==> src/rtl/melody_sequencer.sv <==
// melody_sequencer: steps a note table at a tick-based tempo, one-shot or looping.
// Ports: clk, rst (sync high), tick, play, loop_en -> note, busy, done, step.
// The note table is supplied as the packed ROM_IMAGE parameter, with step i
// held in bits [i*NOTE_W +: NOTE_W].
// Optional macro MELODY_ARTIC_EN: repeated notes get a trailing rest of
// ARTIC_TICKS ticks so that they sound separate.
module melody_sequencer #(
  parameter int NOTE_W      = 6,
  parameter int SONG_LEN    = 137,
  parameter int STEP_TICKS  = 8,
  parameter int REST_CODE   = 63,
  parameter int ARTIC_TICKS = 1,
  parameter logic [SONG_LEN*NOTE_W-1:0] ROM_IMAGE =
    {SONG_LEN{NOTE_W'(REST_CODE)}}
) (
  input  logic                        clk,
  input  logic                        rst,
  input  logic                        tick,
  input  logic                        play,
  input  logic                        loop_en,
  output logic [NOTE_W-1:0]           note,
  output logic                        busy,
  output logic                        done,
  output logic [$clog2(SONG_LEN)-1:0] step
);

  localparam int STEP_W = $clog2(SONG_LEN);
  localparam int CNT_W  = $clog2(STEP_TICKS) + 1;

  localparam logic [STEP_W-1:0] LAST_S = STEP_W'(SONG_LEN - 1);
  localparam logic [CNT_W-1:0]  LAST_T = CNT_W'(STEP_TICKS - 1);
  localparam logic [NOTE_W-1:0] REST   = NOTE_W'(REST_CODE);

  typedef enum logic [1:0] {
    S_IDLE,
    S_PLAY,
    S_DONE
  } state_t;

  state_t             state, state_n;
  logic [STEP_W-1:0]  step_n;
  logic [CNT_W-1:0]   tick_cnt, cnt_n;
  logic               done_n;
  logic               busy_n;
  logic [NOTE_W-1:0]  note_n;

  logic [NOTE_W-1:0]  rom [SONG_LEN];

  for (genvar i = 0; i < SONG_LEN; i++) begin : g_rom
    assign rom[i] = ROM_IMAGE[i*NOTE_W +: NOTE_W];
  end

  always_ff @(posedge clk) begin
    if (rst) begin
      state    <= S_IDLE;
      step     <= '0;
      tick_cnt <= '0;
      note     <= REST;
      busy     <= 1'b0;
      done     <= 1'b0;
    end else begin
      state    <= state_n;
      step     <= step_n;
      tick_cnt <= cnt_n;
      note     <= note_n;
      busy     <= busy_n;
      done     <= done_n;
    end
  end

  always_comb begin
    state_n = state;
    step_n  = step;
    cnt_n   = tick_cnt;
    done_n  = 1'b0;
    unique case (state)
      S_IDLE: begin
        step_n = '0;
        cnt_n  = '0;
        if (play) state_n = S_PLAY;
      end
      S_PLAY: begin
        // Stopping wins over a tick on the same edge.
        if (!play) begin
          state_n = S_IDLE;
          step_n  = '0;
          cnt_n   = '0;
        end else if (tick) begin
          if (tick_cnt == LAST_T) begin
            cnt_n = '0;
            if (step != LAST_S) begin
              step_n = step + 1'b1;
            end else if (loop_en) begin
              step_n = '0;
            end else begin
              state_n = S_DONE;
              done_n  = 1'b1;
            end
          end else begin
            cnt_n = tick_cnt + 1'b1;
          end
        end
      end
      S_DONE: begin
        if (!play) begin
          state_n = S_IDLE;
          step_n  = '0;
          cnt_n   = '0;
        end
      end
      default: begin
        state_n = S_IDLE;
        step_n  = '0;
        cnt_n   = '0;
      end
    endcase
  end

`ifdef MELODY_ARTIC_EN
  localparam logic [CNT_W-1:0] ART_START =
    CNT_W'(STEP_TICKS - ARTIC_TICKS);

  logic              last_s;
  logic [STEP_W-1:0] nxt_idx;
  logic              artic;

  // The step after the last one is step 0 only when looping;
  // a one-shot final step never rests.
  assign last_s  = (step == LAST_S);
  assign nxt_idx = last_s ? '0 : step + 1'b1;
  assign artic   = (tick_cnt >= ART_START) &&
                   (rom[nxt_idx] == rom[step]) &&
                   (!last_s || loop_en);
`endif

  // Leaving PLAY silences the note on the same edge; within PLAY
  // the note follows the step register one cycle later.
  always_comb begin
    busy_n = (state_n == S_PLAY);
    note_n = REST;
    if (state_n == S_PLAY) begin
      note_n = rom[step];
`ifdef MELODY_ARTIC_EN
      if (artic) note_n = REST;
`endif
    end
  end

endmodule
==> config.mk <==
export PLATFORM = sky130hd
export DESIGN_NAME = melody_sequencer
export DESIGN_NICKNAME = d
export VERILOG_FILES = /design/src/rtl/melody_sequencer.sv
export SDC_FILE = /design/constraint.sdc
export NUM_CORES = 1
export LEC_CHECK = 0
export CORE_ASPECT_RATIO = 1.25
export CORE_MARGIN = 2
export CORE_UTILIZATION = 45
export DETAILED_ROUTE_END_ITERATION = 16
export MAX_ROUTING_LAYER = met4
export PLACE_DENSITY_LB_ADDON = 0.1
export SYNTH_ARGS = -nofsm -noshare
export SYNTH_HDL_FRONTEND = slang
export SYNTH_SLANG_ARGS = --single-unit
==> constraint.sdc <==
create_clock -name clk -period 2.65 [get_ports clk]
set_clock_uncertainty 0.05 [all_clocks]
set_input_delay 0.6625 -clock clk [delete_from_list [all_inputs] [get_ports clk]]
set_output_delay 0.6625 -clock clk [all_outputs]
set_load 0.02 [all_outputs]
==> results.sh <==
export IMPL_drtAntennaViolNets=0
export IMPL_worst_setup_path_end_kind="flop"
export IMPL_async_flop_share_pct=0
export IMPL_hold_path_class="flop to flop"
export IMPL_cts_tree="built"
export IMPL_synth_edf_count=0
export IMPL_grt_pass1_wl_um=3636
export IMPL_die_area_sq_um=2508
export IMPL_max_clock_path_buffers=2
export IMPL_grt_max_degree=14
export IMPL_synth_cell_types=42
export IMPL_die_x_um=45.20
export IMPL_portBuffers=14
export IMPL_max_cap_violations=0
export IMPL_p_leak_nw=0.4233
export IMPL_fin_crit_ps=2199
export IMPL_antenna_found_initial=0
export IMPL_fin_setup_tns_ps=0
export IMPL_start_kind="input port"
export IMPL_post_cts_setup_buffers=0
export IMPL_cts_sinks=16
export IMPL_dp_worst_setup_slack_ps=168.7
export IMPL_pwr_density_cell_nw_per_um2=373.1
export IMPL_whs_ps=447.7
export IMPL_synthCells=109
export IMPL_post_drt_wl_per_cell_um=14.97
export IMPL_core_area_sq_um=1982
export IMPL_instances_no_fill=143
export IMPL_tightest_slew_ps=504.1
export IMPL_clk_latency_ps=290
export IMPL_fin_nets=133
export IMPL_finalSetupViolCount=0
export IMPL_crit_fanout=8
export IMPL_route_vias_total=880
export IMPL_synth_area_sq_um=954.7
export IMPL_grt_use_total_pct=19.70
export IMPL_vias_per_cell=6.154
export IMPL_fmax_mhz=454.8
export IMPL_drv_slew=0
export IMPL_period_share_pct=82.97
export IMPL_required_ps=2810
export IMPL_gp_congestion=0.9497
export IMPL_yosysWarningCount=0
export IMPL_cts_hold_buffers=0
export IMPL_hold_viol_final=0
export IMPL_rsz0062_at_grt="no"
export IMPL_synth_avg_cell_area_sq_um=8.758
export IMPL_cts_resized=0
export IMPL_syn_to_final_growth_pct=15.99
export IMPL_root_buffer="clkbuf_4"
export IMPL_die_h_um=55.50
export IMPL_seq_area_frac_synth_pct=33.55
export IMPL_grt_overflow_total=0
export IMPL_num_rows=18
export IMPL_clk_pin_slew_ps=80
export IMPL_start_util_pct=48.17
export IMPL_critPathArrivalTime_ps=2360
export IMPL_status="complete, no violations"
export IMPL_io_pins=21
export IMPL_yosys_most_used_dff="dfxtp_1"
export IMPL_hpwlAfterDp_um=1583
export IMPL_h_tree_depth=1
export IMPL_routed_wirelength_um=2140
export IMPL_path_class="input port to flop"
export IMPL_grt_pass1_vias=826
export IMPL_setup_ws_ps=451.3
export IMPL_ys_seq_elements=16
export IMPL_relSlewSlack_pct=66.29
export IMPL_drtIter0Drc=13
export IMPL_insertedDiodeCount=0
export IMPL_dp_cells=140
export IMPL_max_vdd_ir_drop_mv=0.3077
export IMPL_dr_pass1_iters=4
export IMPL_drc=0
export IMPL_nFillCells=192
export IMPL_drive_above_1_share_pct=7.317
export IMPL_numCtsBuffers=3
[Yosys cell counts, types with 2 or more instances]
master     n  share of area (%)
a31oi_1    2                1.3
and3b_1    2                1.8
nand4_1    2                1.3
o32ai_1    3                2.8
clkbuf_1   2               0.79
a221oi_1   3                2.8
nand3_1    5                2.6
and4b_1    4                4.2
buf_4      6                4.7
o31ai_1    2                1.6
a211oi_1   2                1.6
and3_1     6                3.9
a21oi_1    8                4.2
or4b_1     2                2.1
and2_1     2                1.3
nand4b_1   2                1.8
nand2_1    4                1.6
o21ai_0    4                2.1
nor2_1     2               0.79
dfxtp_1   16                 34
ha_1       3                3.9
inv_1      7                2.8
[critical path, cell delays in order]
cell             delay [ps]
clkdlybuf4s50_1         560
nand3b_1                260
nor2_1                  270
or4b_1                  450
a21oi_1                 150
[layout make-up]
| cell class | instances | area (sq um) | share of cell area (%) |
|---|---|---|---|
| clock buffer | 3 | 22.52 | 2.034 |
| multi-input combinational | 81 | 558.0 | 50.40 |
| sequential | 16 | 320.3 | 28.93 |
| timing repair buffer | 16 | 155.1 | 14.01 |
| inverter | 7 | 26.28 | 2.373 |
| tap | 20 | 25.02 | 2.260 |
[through the flow]
stage                     util, %  total power [mW]  area [sq um]
final                       55.87            0.4132          1107
after global routing        55.87            0.4358          1107
after detailed placement    54.73            0.2912          1085
after CTS                   55.87            0.4154          1107
after global placement      54.73            0.2904          1085
after floorplan                 -            0.2836         973.4
[power by group]
part / total [mW] / switching, mW / internal, mW / leakage [nW]
logic: 0.0420 / 0.0261 / 0.0159 / 0.280
clock network: 0.127 / 0.0745 / 0.0528 / 0.0138
registers: 0.244 / 0.00157 / 0.242 / 0.129
[cells by family after synthesis]
logic type               synth area share [%]
other                                  0.3928
AND/OR/NAND/NOR                         30.41
buffers and inverters                   9.961
adder cells (fa/ha/maj)                 3.932
flip-flops                              33.55
AO/OA/AOI/OAI                           21.76
[layer usage]
metal  GRT usage [%]  part of all wire (%)
met5               -                     0
met4           8.824                   2.2
met3           2.941                   3.6
met2           30.61                    50
met1           24.49                    44
[path summary, 6_finish.rpt]
check	cells after the start	end	from	slack (ps)
min reg2reg	2	tick_cnt[0]$_SDFFE_PP0P_	tick_cnt[0]$_SDFFE_PP0P_	450
max reg2reg	6	step[1]$_SDFFE_PP0P_	step[0]$_SDFFE_PP0P_	680
max	5	tick_cnt[3]$_SDFFE_PP0P_	play	450
min	2	tick_cnt[0]$_SDFFE_PP0P_	tick_cnt[0]$_SDFFE_PP0P_	450
[flip-flops by register name (all words and copies together) (netlist names)]
name and cells:
state 2, step 8, tick_cnt 4, done 1
busy 1
[cells in the final DEF (no fill, tap or decap), drive strengths merged, types with 4 or more instances in the layout]
cell type      instances
a21oi                  9
and3                   6
and4b                  5
clkdlybuf4s50         14
conb                   6
dfxtp                 16
inv                    7
nand2                  4
nand3                  5
o21ai                  4
Power figures use the tool's default switching activity.
